<file path="src/rtl/rotating_doors_monitor_pkg.sv">
// rtl/rotating_doors_monitor_pkg.sv - shared door mode, state and fault-code definitions
package rotating_doors_pkg;

    // Door mode encodings, shared with the rotating-door driver
    typedef enum logic [1:0] {
        MODE_NORMAL = 2'b00,
        MODE_NEARBY = 2'b01,
        MODE_INSIDE = 2'b10,
        MODE_STUCK  = 2'b11
    } door_mode_e;

    typedef enum logic [1:0] {
        IDLE  = 2'b00,
        SYNC  = 2'b01,
        TRACK = 2'b10
    } mon_state_e;

    localparam logic [1:0] FAULT_PATTERN = 2'b01;
    localparam logic [1:0] FAULT_STEP    = 2'b10;
    localparam logic [1:0] FAULT_FAST    = 2'b11;

    // Successor position in the a..f ring, wrapping f back to a
    function automatic logic [2:0] next_pos(input logic [2:0] p);
        return (p == 3'd5) ? 3'd0 : p + 3'd1;
    endfunction

endpackage

</file>
<file path="src/rtl/rotating_doors_monitor_if.sv">
// rtl/rotating_doors_monitor_if.sv - rotation lines and monitor status bundle
interface rotating_doors_monitor_if #(
    parameter int CNT_W = 8
);
    logic             a, b, c, d, e, f;
    logic [2:0]       pos;
    logic             pos_valid;
    logic             step;
    logic [1:0]       mode;
    logic             mode_valid;
    logic [CNT_W-1:0] dwell;
    logic             fault;
    logic [1:0]       fault_code;
    logic [7:0]       fault_cnt;

    modport master (
        output a, b, c, d, e, f,
        input  pos, pos_valid, step, mode, mode_valid, dwell, fault, fault_code, fault_cnt
    );

    modport slave (
        input  a, b, c, d, e, f,
        output pos, pos_valid, step, mode, mode_valid, dwell, fault, fault_code, fault_cnt
    );
endinterface

</file>
<file path="src/rtl/rotating_doors_monitor_decode.sv">
// rtl/rotating_doors_monitor_decode.sv - one-hot-low rotation pattern decoder
module door_pattern_decode (
    input  logic [5:0] lines,
    output logic [2:0] pos,
    output logic       valid
);
    logic [2:0] zeros;

    // Count low lines and report the index of the low one
    always_comb begin
        pos   = 3'd0;
        zeros = 3'd0;
        for (int i = 0; i < 6; i++) begin
            if (!lines[i]) begin
                zeros = zeros + 3'd1;
                pos   = i[2:0];
            end
        end
        valid = (zeros == 3'd1);
    end
endmodule

</file>
<file path="src/rtl/rotating_doors_monitor.sv">
// rtl/rotating_doors_monitor.sv - rotation sequence checker, dwell meter and mode classifier
module rotating_doors_monitor #(
    parameter int MIN_DWELL     = 2,
    parameter int NORMAL_MAX    = 4,
    parameter int INSIDE_MAX    = 7,
    parameter int STUCK_TIMEOUT = 32,
    parameter int CNT_W         = 8
) (
    input logic                   clk,
    input logic                   rst,
    rotating_doors_monitor_if.slave bus
);
    import rotating_doors_pkg::*;

    localparam logic [CNT_W-1:0] MIN_C    = CNT_W'(MIN_DWELL);
    localparam logic [CNT_W-1:0] NORMAL_C = CNT_W'(NORMAL_MAX);
    localparam logic [CNT_W-1:0] INSIDE_C = CNT_W'(INSIDE_MAX);
    localparam logic [CNT_W-1:0] STUCK_C  = CNT_W'(STUCK_TIMEOUT);
    localparam logic [CNT_W-1:0] ONE_C    = CNT_W'(1);

    logic [5:0]       smp;
    logic [2:0]       dec_pos;
    logic             dec_valid;

    mon_state_e       state_q, state_d;
    logic [CNT_W-1:0] cnt_q, cnt_d, dwell_q, dwell_d;
    logic [2:0]       pos_q, pos_d;
    logic             pos_valid_q, pos_valid_d, step_q, step_d;
    logic [1:0]       mode_q, mode_d, fault_code_q, fault_code_d;
    logic             mode_valid_q, mode_valid_d, fault_q, fault_d;
    logic [7:0]       fault_cnt_q, fault_cnt_d;
    logic             flt;
    logic [1:0]       flt_code;

    // Register the raw lines once; lines idle high so reset loads all-ones
    always_ff @(posedge clk) begin
        if (rst) smp <= 6'h3F;
        else     smp <= {bus.f, bus.e, bus.d, bus.c, bus.b, bus.a};
    end

    door_pattern_decode u_decode (
        .lines (smp),
        .pos   (dec_pos),
        .valid (dec_valid)
    );

    // State, dwell counter and all status outputs
    always_ff @(posedge clk) begin
        if (rst) begin
            state_q      <= IDLE;
            cnt_q        <= '0;
            pos_q        <= 3'd0;
            pos_valid_q  <= 1'b0;
            step_q       <= 1'b0;
            mode_q       <= MODE_NORMAL;
            mode_valid_q <= 1'b0;
            dwell_q      <= '0;
            fault_q      <= 1'b0;
            fault_code_q <= 2'b00;
            fault_cnt_q  <= 8'd0;
        end else begin
            state_q      <= state_d;
            cnt_q        <= cnt_d;
            pos_q        <= pos_d;
            pos_valid_q  <= pos_valid_d;
            step_q       <= step_d;
            mode_q       <= mode_d;
            mode_valid_q <= mode_valid_d;
            dwell_q      <= dwell_d;
            fault_q      <= fault_d;
            fault_code_q <= fault_code_d;
            fault_cnt_q  <= fault_cnt_d;
        end
    end

    // Next state: lock, track the ring, classify dwells, detect faults
    always_comb begin
        state_d      = state_q;
        cnt_d        = cnt_q;
        pos_d        = pos_q;
        pos_valid_d  = pos_valid_q;
        step_d       = 1'b0;
        mode_d       = mode_q;
        mode_valid_d = mode_valid_q;
        dwell_d      = dwell_q;
        fault_d      = 1'b0;
        fault_code_d = fault_code_q;
        fault_cnt_d  = fault_cnt_q;
        flt          = 1'b0;
        flt_code     = FAULT_PATTERN;

        case (state_q)
            IDLE: begin
                if (dec_valid) begin
                    pos_d       = dec_pos;
                    cnt_d       = ONE_C;
                    pos_valid_d = 1'b1;
                    state_d     = SYNC;
                end
            end
            default: begin
                if (!dec_valid) begin
                    flt      = 1'b1;
                    flt_code = FAULT_PATTERN;
                end else if (dec_pos == pos_q) begin
                    if (cnt_q < STUCK_C) cnt_d = cnt_q + ONE_C;
                    // Timeout fires once, on the edge the counter reaches the limit
                    if (cnt_q == STUCK_C - ONE_C) begin
                        mode_d       = MODE_STUCK;
                        mode_valid_d = 1'b1;
                        state_d      = TRACK;
                    end
                end else if (dec_pos == next_pos(pos_q)) begin
                    if (state_q == SYNC) begin
                        // First dwell was partial: just start measuring
                        pos_d   = dec_pos;
                        cnt_d   = ONE_C;
                        state_d = TRACK;
                    end else if (cnt_q < MIN_C) begin
                        flt      = 1'b1;
                        flt_code = FAULT_FAST;
                    end else begin
                        step_d       = 1'b1;
                        dwell_d      = cnt_q;
                        pos_d        = dec_pos;
                        cnt_d        = ONE_C;
                        mode_valid_d = 1'b1;
                        if (cnt_q <= NORMAL_C)      mode_d = MODE_NORMAL;
                        else if (cnt_q <= INSIDE_C) mode_d = MODE_INSIDE;
                        else if (cnt_q < STUCK_C)   mode_d = MODE_NEARBY;
                    end
                end else begin
                    flt      = 1'b1;
                    flt_code = FAULT_STEP;
                end
            end
        endcase

        if (flt) begin
            fault_d      = 1'b1;
            fault_code_d = flt_code;
            if (fault_cnt_q != 8'hFF) fault_cnt_d = fault_cnt_q + 8'd1;
            pos_valid_d  = 1'b0;
            mode_valid_d = 1'b0;
            cnt_d        = '0;
            state_d      = IDLE;
        end
    end

    assign bus.pos        = pos_q;
    assign bus.pos_valid  = pos_valid_q;
    assign bus.step       = step_q;
    assign bus.mode       = mode_q;
    assign bus.mode_valid = mode_valid_q;
    assign bus.dwell      = dwell_q;
    assign bus.fault      = fault_q;
    assign bus.fault_code = fault_code_q;
    assign bus.fault_cnt  = fault_cnt_q;
endmodule

</file>
<file path="src/flat_wrapper.sv">
// flat-port wrapper written by rule: the top's interface ports become plain ports
module rotating_doors_monitor_flat import rotating_doors_pkg::*;
#(
    parameter int MIN_DWELL     = 2,
    parameter int NORMAL_MAX    = 4,
    parameter int INSIDE_MAX    = 7,
    parameter int STUCK_TIMEOUT = 32,
    parameter int CNT_W         = 8
)
  (clk, rst, bus_a, bus_b, bus_c, bus_d, bus_e, bus_f, bus_pos, bus_pos_valid, bus_step, bus_mode, bus_mode_valid, bus_dwell, bus_fault, bus_fault_code, bus_fault_cnt);
  rotating_doors_monitor_if #(.CNT_W(CNT_W)) bus_i ();
  input logic clk;
  input logic rst;
  input wire logic [$bits(bus_i.a)-1:0] bus_a;
  input wire logic [$bits(bus_i.b)-1:0] bus_b;
  input wire logic [$bits(bus_i.c)-1:0] bus_c;
  input wire logic [$bits(bus_i.d)-1:0] bus_d;
  input wire logic [$bits(bus_i.e)-1:0] bus_e;
  input wire logic [$bits(bus_i.f)-1:0] bus_f;
  output wire logic [$bits(bus_i.pos)-1:0] bus_pos;
  output wire logic [$bits(bus_i.pos_valid)-1:0] bus_pos_valid;
  output wire logic [$bits(bus_i.step)-1:0] bus_step;
  output wire logic [$bits(bus_i.mode)-1:0] bus_mode;
  output wire logic [$bits(bus_i.mode_valid)-1:0] bus_mode_valid;
  output wire logic [$bits(bus_i.dwell)-1:0] bus_dwell;
  output wire logic [$bits(bus_i.fault)-1:0] bus_fault;
  output wire logic [$bits(bus_i.fault_code)-1:0] bus_fault_code;
  output wire logic [$bits(bus_i.fault_cnt)-1:0] bus_fault_cnt;
  assign bus_i.a = bus_a;
  assign bus_i.b = bus_b;
  assign bus_i.c = bus_c;
  assign bus_i.d = bus_d;
  assign bus_i.e = bus_e;
  assign bus_i.f = bus_f;
  assign bus_pos = bus_i.pos;
  assign bus_pos_valid = bus_i.pos_valid;
  assign bus_step = bus_i.step;
  assign bus_mode = bus_i.mode;
  assign bus_mode_valid = bus_i.mode_valid;
  assign bus_dwell = bus_i.dwell;
  assign bus_fault = bus_i.fault;
  assign bus_fault_code = bus_i.fault_code;
  assign bus_fault_cnt = bus_i.fault_cnt;
  rotating_doors_monitor #(.MIN_DWELL(MIN_DWELL), .NORMAL_MAX(NORMAL_MAX), .INSIDE_MAX(INSIDE_MAX), .STUCK_TIMEOUT(STUCK_TIMEOUT), .CNT_W(CNT_W)) u_core (.clk(clk), .rst(rst), .bus(bus_i));
endmodule
</file>
<file path="config.mk">
export PLATFORM = sky130hd
export DESIGN_NAME = rotating_doors_monitor_flat
export DESIGN_NICKNAME = d
export VERILOG_FILES = /design/src/rtl/rotating_doors_monitor_pkg.sv /design/src/rtl/rotating_doors_monitor_if.sv /design/src/rtl/rotating_doors_monitor_decode.sv /design/src/rtl/rotating_doors_monitor.sv /design/src/flat_wrapper.sv
export SDC_FILE = /design/constraint.sdc
export NUM_CORES = 1
export LEC_CHECK = 0
export ABC_AREA = 1
export CAP_MARGIN = 10
export CORE_UTILIZATION = 40
export DETAILED_ROUTE_END_ITERATION = 6
export GPL_TIMING_DRIVEN = 0
export PLACE_DENSITY_LB_ADDON = 0.05
export RECOVER_POWER = 100
export SYNTH_ARGS = -nofsm -noshare
export SYNTH_HDL_FRONTEND = slang
export SYNTH_SLANG_ARGS = --single-unit
</file>
<file path="constraint.sdc">
create_clock -name clk -period 3.12 [get_ports clk]
set_clock_uncertainty 0.1 [all_clocks]
set_input_delay 0.468 -clock clk [delete_from_list [all_inputs] [get_ports clk]]
set_output_delay 0.468 -clock clk [all_outputs]
set_load 0.01 [all_outputs]
</file>
# After elaboration in Yosys (flattened, before gate mapping)
# Cells that the tools add are included.
# word_totals
register_bits	43
inputBits	8
output_inout_bits	27
elab_cells	122
# op_classes
addsub	8
order_cmp	4
eq_ne	15
mux	61
bitwise_logic	6
reduce_logical	16
# op_table
cell	n
$mux 8	8
$mux 3	17
$mux 2	21
$add 3x1->3 const B	6
$add 8x1->8 const B	2
$le 8x3->1 const B	2
$mux 1	15
$reduce_and 4->1	3
$reduce_and 6->1	2
$eq 8x5->1 const B	1
$lt 8x2->1 const B	1
$lt 8x6->1 const B	1
$ne 8x8->1 const B	1
$reduce_and 7->1	1
$eq 3x3->1	2
$ne 3x3->1 const B	2
$not 1->1	6
$reduce_bool 3->1	2
$reduce_or 6->1	1
$ne 2x1->1 const B	2
$ne 2x2->1 const B	2
$ne 4x2->1 const B	1
$reduce_and 2->1	2
$reduce_bool 2->1	2
other kinds (7)	7

# Logic depth before layout (Yosys ltp)
# Gate-level depths: netlist of run 1.
# logic_depth
ltp_word	15
mapped_depth	23
ltp_nobuf	23

# Modules after synthesis
# A second synthesis of run 1 with hierarchy kept.
# unflattened
cells_unflattened	359
area_unflattened_um2	2507.4
# modules_own_cells
module	instances	cells_per_inst	area_per_inst_um2	seq_area_each_um2
rotating_doors_monitor	1	305	2194.6	860.8
door_pattern_decode	1	54	312.8	0.0

# Worst setup path after synthesis of run 1
# No wires, ideal clock.
# synth_path
kind	register to register
from	reg u_core.smp[1]
to	reg u_core.dwell_q[0] (netlist: u_core.bus.dwell[0])
setup_ns	0.113
arrival_ns	3.032
required_time_ns	2.907
path_slack_ns	-0.126
path_stages_with_launch	22
path_buffers	0
synth_period_minus_slack_ns	3.246
cell_sequence	dfxtp_1 inv_1 ha_1 inv_1 nand2_1 nand2_1 ha_1 nand2_1 nand2_1 ha_1 or2_2 nand2_1 inv_1 ha_1 nand2_1 xnor2_1 xnor2_2 nand2_4 nor2_8 nand2_4 o21ai_1 nor2_1
# synth_via
elab_chain_cells	11
elab_cells_between_ends	19
classes_between	add/sub (4); eq/ne (3); mux (10); bitwise (1); reduce/logical (1)
# synth_lines
element	line	text
from (decl)	rotating_doors_monitor.sv:21	logic [5:0] smp;
from (signal assigned)	rotating_doors_monitor.sv:38	else smp <= {bus.f, bus.e, bus.d, bus.c, bus.b, bus.a};
$mux 3	rotating_doors_monitor_decode.sv:14	if (!lines[i]) begin
$add 3x1->3	rotating_doors_monitor_decode.sv:15	zeros = zeros + 3'd1;
$mux 3	rotating_doors_monitor_decode.sv:14	
$add 3x1->3	rotating_doors_monitor_decode.sv:15	
$mux 3	rotating_doors_monitor_decode.sv:14	
$add 3x1->3	rotating_doors_monitor_decode.sv:15	
$mux 3	rotating_doors_monitor_decode.sv:14	
$add 3x1->3	rotating_doors_monitor_decode.sv:15	
$mux 3	rotating_doors_monitor_decode.sv:14	
$eq 3x1->1	rotating_doors_monitor_decode.sv:19	valid = (zeros == 3'd1);
$reduce_and 6->1 (no source line) (*)	-	
to (signal assigned)	rotating_doors_monitor.sv:69	dwell_q <= dwell_d;
to (decl)	rotating_doors_monitor.sv:26	logic [CNT_W-1:0] cnt_q, cnt_d, dwell_q, dwell_d;
# Mark *: on every way between the ends. The rest lies on a longest branch, timed or not.
# A chain may end at the register's enable or synchronous reset.

# Worst setup path in the final report of run 1
# layout_path
from	reg u_core.smp[1]
to	reg u_core.dwell_q[4] (netlist: u_core.bus.dwell[4])
# The elaborated chain is that of the path after synthesis.

==> results of run 1 <==
## cells in the final DEF, fill, tap and decap left out, types with 2 or more instances in the layout
cell,count
nand4_1,10
clkinv_2,3
dlygate4sd3_1,33
a21oi_2,8
nand2_4,8
nor2_4,3
nand2_1,70
o21ai_2,4
nand3_1,27
xnor2_1,4
clkbuf_1,5
inv_1,25
nor2_1,36
clkbuf_8,5
nand2_2,11
nor2_8,2
a21oi_1,16
inv_2,11
dfxtp_1,40
buf_4,13
o21ai_1,8
buf_6,3
nor3_1,8
nand2_8,6
xor2_1,8
nand3_2,6
ha_4,4
nor2_2,5
or2_2,6
nand3_4,3
nand3b_1,2
xnor2_4,2
dfxtp_2,3
ha_1,4
## layer usage
layer	share of wire [%]	wire, µm	up-vias	global-route usage (%)
met2	46	2880	37	32.6
li1	-	-	1260	-
met5	0	0	-	0
met1	49	3040	1104	27.8
met3	2.9	182	10	3.07
met4	1.5	91	0	6.07
## cells by family (layout without fill, tap and decap cells)
kind of cell / count (synthesis) / count (layout) / synth area share (%)
AO/OA/AOI/OAI: 38 / 38 / 8.08
XOR/XNOR: 14 / 14 / 5.32
adder cells (fa/ha/maj): 8 / 8 / 4.09
buffers and inverters: 43 / 100 / 6.65
flip-flops: 43 / 43 / 35.2
AND/OR/NAND/NOR: 204 / 206 / 40.7
## worst reg2reg max path, stage by stage (launching register included)
cell     delay, ns
dfxtp_2       0.34
inv_2         0.05
ha_4          0.29
inv_2         0.04
nand2_2       0.08
nand2_4       0.06
ha_4          0.27
nand2_4       0.06
nand2_4       0.07
ha_4          0.19
or2_4         0.23
nand2_4       0.06
inv_2         0.04
ha_4          0.15
nand2_4       0.07
xnor2_4       0.08
xnor2_4       0.26
nand2_8       0.14
nor2_8        0.21
nand2_4       0.11
o21ai_1       0.16
nor2_1        0.06
## area by class of cell
type	count	area, µm²	area share [%]
buffer	5	18.8	0.546
inverter	38	148	4.29
sequential	43	865	25.1
timing repair buffer	49	462	13.4
tap	75	93.8	2.73
clock inverter	3	15.0	0.437
multi-input combinational	266	1770	51.4
clock buffer	5	68.8	2.00
## worst paths after layout
kind | end | cells after the start | startpoint | slack [ns]
worst min-delay path | u_core.bus.pos_valid | 2 | u_core.bus.pos_valid | 0.35
worst min register to register | u_core.bus.pos_valid | 2 | u_core.bus.pos_valid | 0.35
worst max-delay path | u_core.bus.dwell[4] | 21 | u_core.smp[1] | -0.09
worst max register to register | u_core.bus.dwell[4] | 21 | u_core.smp[1] | -0.09
## stage by stage
| stage | power (mW) | TNS [ns] | cells | instance area, µm² |
|---|---|---|---|---|
| floorplan | 0.907 | 0 | 350 | 2480 |
| global placement | 1.02 | -4.88 | 458 | 2910 |
| detailed placement | 1.02 | -6.25 | 458 | 2910 |
| CTS | 1.42 | -0.897 | 478 | 3180 |
| global route | 1.58 | -6.05 | 484 | 3440 |
| finish | 1.48 | -1.68 | 484 | 3440 |
## sequential cells by signal (all words and copies together) (netlist names)
name	count
u_core.bus.fault_cnt	8
u_core.bus.mode_valid	1
u_core.smp	6
u_core.state_q	2
u_core.bus.fault_code	2
u_core.bus.step	1
u_core.bus.mode	2
u_core.bus.pos_valid	1
u_core.bus.pos	3
u_core.cnt_q	8
u_core.bus.dwell	8
u_core.bus.fault	1
## power breakdown
group,internal (mW),switching (mW)
Clock,0.153,0.194
Combinational,0.198,0.322
Sequential,0.578,0.0341
Total,0.929,0.550
## timing repair
action / in CTS / in global routing
gates resized for setup: 20 / 45
setup endpoints to repair: 37 / 37
setup buffers: 11 / 5
cloned: 1 / 1
pin swaps: 26 / 21
==> results.sh, run 1 <==
export IMPL_slew_headroom_pct=43.1
export IMPL_dr_pass1_iters=4
export IMPL_period_share_pct=103
export IMPL_numCtsBuffers=5
export IMPL_grt_pass1_wl_mm=10.2
export IMPL_ys_async_sr_fraction_pct=0
export IMPL_gr_total_overflow=0
export IMPL_drt_wl_total_mm=6.20
export IMPL_clock_path_buffers=2
export IMPL_setup_ws_ns=-0.0926
export IMPL_fin_hold_ws_ns=0.347
export IMPL_avgSynthCellArea_um2=6.99
export IMPL_synth_common_cells="nand2_1, nor2_1, dfxtp_1"
export IMPL_drive_above_1_share_pct=26.9
export IMPL_path_class="flip-flop to flip-flop"
export IMPL_grt_max_degree=14
export IMPL_io_pins=35
export IMPL_status="complete, but fails checks"
export IMPL_cp_arrival_ns=3.31
export IMPL_setup_viol=31
export IMPL_post_drt_via_cell_ratio=4.98
export IMPL_vdd_ir_drop_max_uv=187
export IMPL_yosysTopAreaCell="dfxtp_1"
export IMPL_synth_seq_cells=43
export IMPL_antenna_found_initial=0
export IMPL_n_antenna_cell=0
export IMPL_ys_flop_type="dfxtp_1"
export IMPL_yosysMostFrequentCell="nand2_1"
export IMPL_clkTransAtPathRegs_ns=0.08
export IMPL_synthCells=350
export IMPL_drc=0
export IMPL_synthToLayoutAreaGrowth_pct=40.5
export IMPL_gr_usage_all_layers_pct=20.3
export IMPL_cts_max_level=2
export IMPL_routedWlPerCell_um=12.8
export IMPL_synth_distinct_cells=28
export IMPL_cts_tree="done"
export IMPL_initial_core_util_pct=41.3
export IMPL_drtIter0Drc=86
export IMPL_die_x_um=80.2
export IMPL_ctsHoldBuffers=0
export IMPL_critical_path_slowest_cell="dfxtp_2"
export IMPL_fin_crit_ns=3.21
export IMPL_rows=28
export IMPL_yosysTopAreaCellShare_pct=35.2
export IMPL_clk_root_buffer_cell="clkbuf_8"
export IMPL_io_buffers=33
export IMPL_n_fill_cell=548
export IMPL_die_area_um2=6440
export IMPL_cp_top_family="simple AND/OR/NAND/NOR gates"
export IMPL_power_density_nw_per_um2=430
export IMPL_cp_max_fo=7
export IMPL_final_util_pct=58.1
export IMPL_mappedNetlistArea_um2=2450
export IMPL_gp_congestion=0.869
export IMPL_crit_path_max_incr_delay_ns=0.34
export IMPL_synth_edf_count=0
export IMPL_startpoint_type="flip-flop"
export IMPL_rsz0062_at_grt="yes"
export IMPL_p_leak_nw=1.50
export IMPL_seq_area_frac_synth_pct=35.2
export IMPL_crit_path_frequent_cell="nand2_4"
export IMPL_yosysWarnings=0
export IMPL_fmax_mhz=311
export IMPL_die_h_um=80.2
export IMPL_core_area_um2=5920
export IMPL_worst_pin_slew_ns=0.847
export IMPL_crit_buf_inv=3
export IMPL_hold_class="flip-flop to flip-flop"
export IMPL_hold_viol_final=0
export IMPL_num_vias=2411
export IMPL_ant_nets=0
export IMPL_dp_final_hpwl_mm=4.22
export IMPL_grt_pass1_vias=2144
export IMPL_nets=424
export IMPL_worstSkewPairLatency_ns=0.29
export IMPL_final_max_slew_violation_count=0
export IMPL_maxCapViolations=0
export IMPL_violations="setup timing"
export IMPL_pre_cts_ws_ns=-0.308
export IMPL_crit_required_ns=3.22
export IMPL_path_cells="inv_2 > ha_4 > inv_2 > nand2_2 > nand2_4 > ha_4 > nand2_4 > nand2_4 > ha_4 > or2_4 > nand2_4 > inv_2 > ha_4 > nand2_4 > xnor2_4 > xnor2_4 > nand2_8 > nor2_8 > nand2_4 > o21ai_1 > nor2_1"
export IMPL_end_kind="flip-flop"
export IMPL_clkSinkCount=43
export IMPL_syn_num_nets=366
export IMPL_ys_top_cells_by_area="dfxtp_1, nand2_1, nor2_1, nand3_1, inv_1"
Power figures use the tool's default switching activity.
==> run 2: changes to the inputs <==
clock period = 3.9 ns   (was 3.12 ns; I/O delays follow)
==> results.sh, run 2 (synthesis gave the netlist of run 1 again) <==
export IMPL_status="completed"
export IMPL_initial_core_util_pct=41.3
export IMPL_die_h_um=80.2
export IMPL_clkTransAtPathRegs_ns=0.08
export IMPL_cp_max_fo=10
export IMPL_drtIter0Drc=115
export IMPL_final_max_slew_violation_count=0
export IMPL_end_kind="flip-flop"
export IMPL_r2r_end="u_core.bus.fault_code[0]"
export IMPL_switching_power_mw=0.377
export IMPL_synthToLayoutAreaGrowth_pct=20.1
export IMPL_n_antenna_cell=0
export IMPL_p_leak_nw=1.34
export IMPL_dp_final_hpwl_mm=4.05
export IMPL_final_common_cell="nand2_1"
export IMPL_period_share_pct=91.2
export IMPL_maxCapViolations=0
export IMPL_grt_max_degree=14
export IMPL_crit_required_ns=3.99
export IMPL_drt_wl_total_mm=5.34
export IMPL_io_buffers=33
export IMPL_r2r_start="u_core.smp[1]"
export IMPL_rows=28
export IMPL_r2r_cells=21
export IMPL_gr_usage_all_layers_pct=18.3
export IMPL_slew_headroom_pct=66.7
export IMPL_holdPathStages=2
export IMPL_fin_crit_ns=3.56
export IMPL_routedWlPerCell_um=11.4
export IMPL_worst_pin_slew_ns=0.500
export IMPL_p_seq_share_pct=45.8
export IMPL_power_density_nw_per_um2=363
export IMPL_grt_pass1_vias=2040
export IMPL_fin_setup_tns_ns=0
export IMPL_grt_pass1_wl_mm=9.22
export IMPL_nets=406
export IMPL_drive_above_1_share_pct=10.7
export IMPL_numCtsBuffers=5
export IMPL_gp_congestion=0.931
export IMPL_startpoint_type="flip-flop"
export IMPL_p_int_mw=0.690
export IMPL_post_drt_via_cell_ratio=4.88
export IMPL_antenna_found_initial=0
export IMPL_drc=0
export IMPL_rsz0062_at_grt="no"
export IMPL_hold_class="flip-flop to flip-flop"
export IMPL_die_x_um=80.2
export IMPL_dr_pass1_iters=4
export IMPL_die_area_um2=6440
export IMPL_post_cts_buffers=0
export IMPL_cp_arrival_ns=3.65
export IMPL_path_class="flip-flop to flip-flop"
export IMPL_clock_path_buffers=2
export IMPL_fmax_mhz=281
export IMPL_comb_power_share_pct=27.7
export IMPL_vdd_ir_drop_max_uv=191
export IMPL_core_area_um2=5920
export IMPL_ant_nets=0
export IMPL_cts_max_level=2
export IMPL_num_vias=2275
export IMPL_pwr_share_clk_pct=26.6
export IMPL_final_util_pct=49.6
export IMPL_clk_root_buffer_cell="clkbuf_8"
export IMPL_io_pins=35
export IMPL_hold_end="u_core.bus.pos_valid"
export IMPL_swShare_pct=35.3
export IMPL_ctsHoldBuffers=0
export IMPL_holdCritStartpoint="u_core.bus.pos_valid"
export IMPL_ff2ff_setup_slack_ns=0.34
export IMPL_setup_viol=0
export IMPL_cts_resized=0
export IMPL_worstSkewPairLatency_ns=0.30
export IMPL_clkSinkCount=43
export IMPL_hold_viol_final=0
export IMPL_final_cell_mix="nand2_1, nor2_1, dfxtp_1"
export IMPL_gr_total_overflow=0
export IMPL_cts_tree="done"
run 2: cell types whose count changed in the layout (fill, tap and decap cells not counted), sizes merged:
| cell | previous run | this run |
|---|---|---|
| nand2 | 95 | 93 |
| clkinvlp | 0 | 1 |
| clkbuf | 10 | 11 |
| buf | 16 | 0 |
| clkinv | 5 | 3 |
run 2: stage by stage:
step	cells	total power [mW]	hold slack, ns	area [µm²]	setup slack [ns]
CTS	466	1.09	0.361	2960	0.310
detailed placement	458	0.807	0.347	2870	0.334
global route	466	1.14	0.382	2940	0.0399
global placement	458	0.805	0.343	2870	0.402
finish	466	1.07	0.359	2940	0.345
floorplan	350	0.720	0.330	2450	0.654
run 2: worst max path at each step:
stage	start	to	slack, ns	cells after the start
finish	u_core.smp[1]	u_core.bus.fault_code[0]	0.34	21
global route	u_core.smp[1]	u_core.bus.fault_code[0]	0.04	21
CTS	u_core.smp[1]	u_core.bus.step	0.31	20
detailed placement	u_core.smp[1]	u_core.bus.step	0.33	20
global placement	u_core.smp[1]	u_core.bus.mode[0]	0.40	21
floorplan	u_core.smp[1]	u_core.bus.dwell[0]	0.65	21
run 2: power by group through the flow:
stage	clock network, mW	registers [mW]	logic [mW]
final	0.283	0.489	0.295
after global placement	0	0.499	0.306
after detailed placement	0	0.499	0.307
after floorplan	0	0.500	0.220
after CTS	0.296	0.489	0.309
after global routing	0.309	0.493	0.338
run 2: final cells by class:
| type | instances | area, µm² |
|---|---|---|
| fill | 608 | 2980 |
| multi-input combinational | 264 | 1410 |
| sequential | 43 | 861 |
| timing repair buffer | 33 | 330 |
| inverter | 38 | 144 |
| tap | 75 | 93.8 |
| clock buffer | 6 | 72.6 |
| buffer | 5 | 18.8 |
| clock inverter | 2 | 12.5 |
run 2: worst max-delay path, cell delays in order, from the launching register on:
cell	delay, ns
dfxtp_1	0.34
inv_1	0.06
ha_1	0.30
inv_1	0.06
nand2_1	0.12
nand2_1	0.08
ha_1	0.29
nand2_1	0.08
nand2_1	0.06
ha_1	0.26
or2_2	0.27
nand2_1	0.11
inv_1	0.05
ha_1	0.17
nand2_1	0.08
xnor2_1	0.16
xnor2_2	0.18
nand3_2	0.26
nand2_2	0.22
nor2_1	0.07
o21ai_0	0.09
nand2_1	0.06
run 2: routing by layer:
metal / global-route usage (%) / part of all wire [%] / vias up
met2: 27.6 / 43 / 34
met3: 3.41 / 3.2 / 11
met4: 6.25 / 1.7 / 0
li1: - / - / 1220
met5: 0 / 0 / -
met1: 26.0 / 52 / 1010
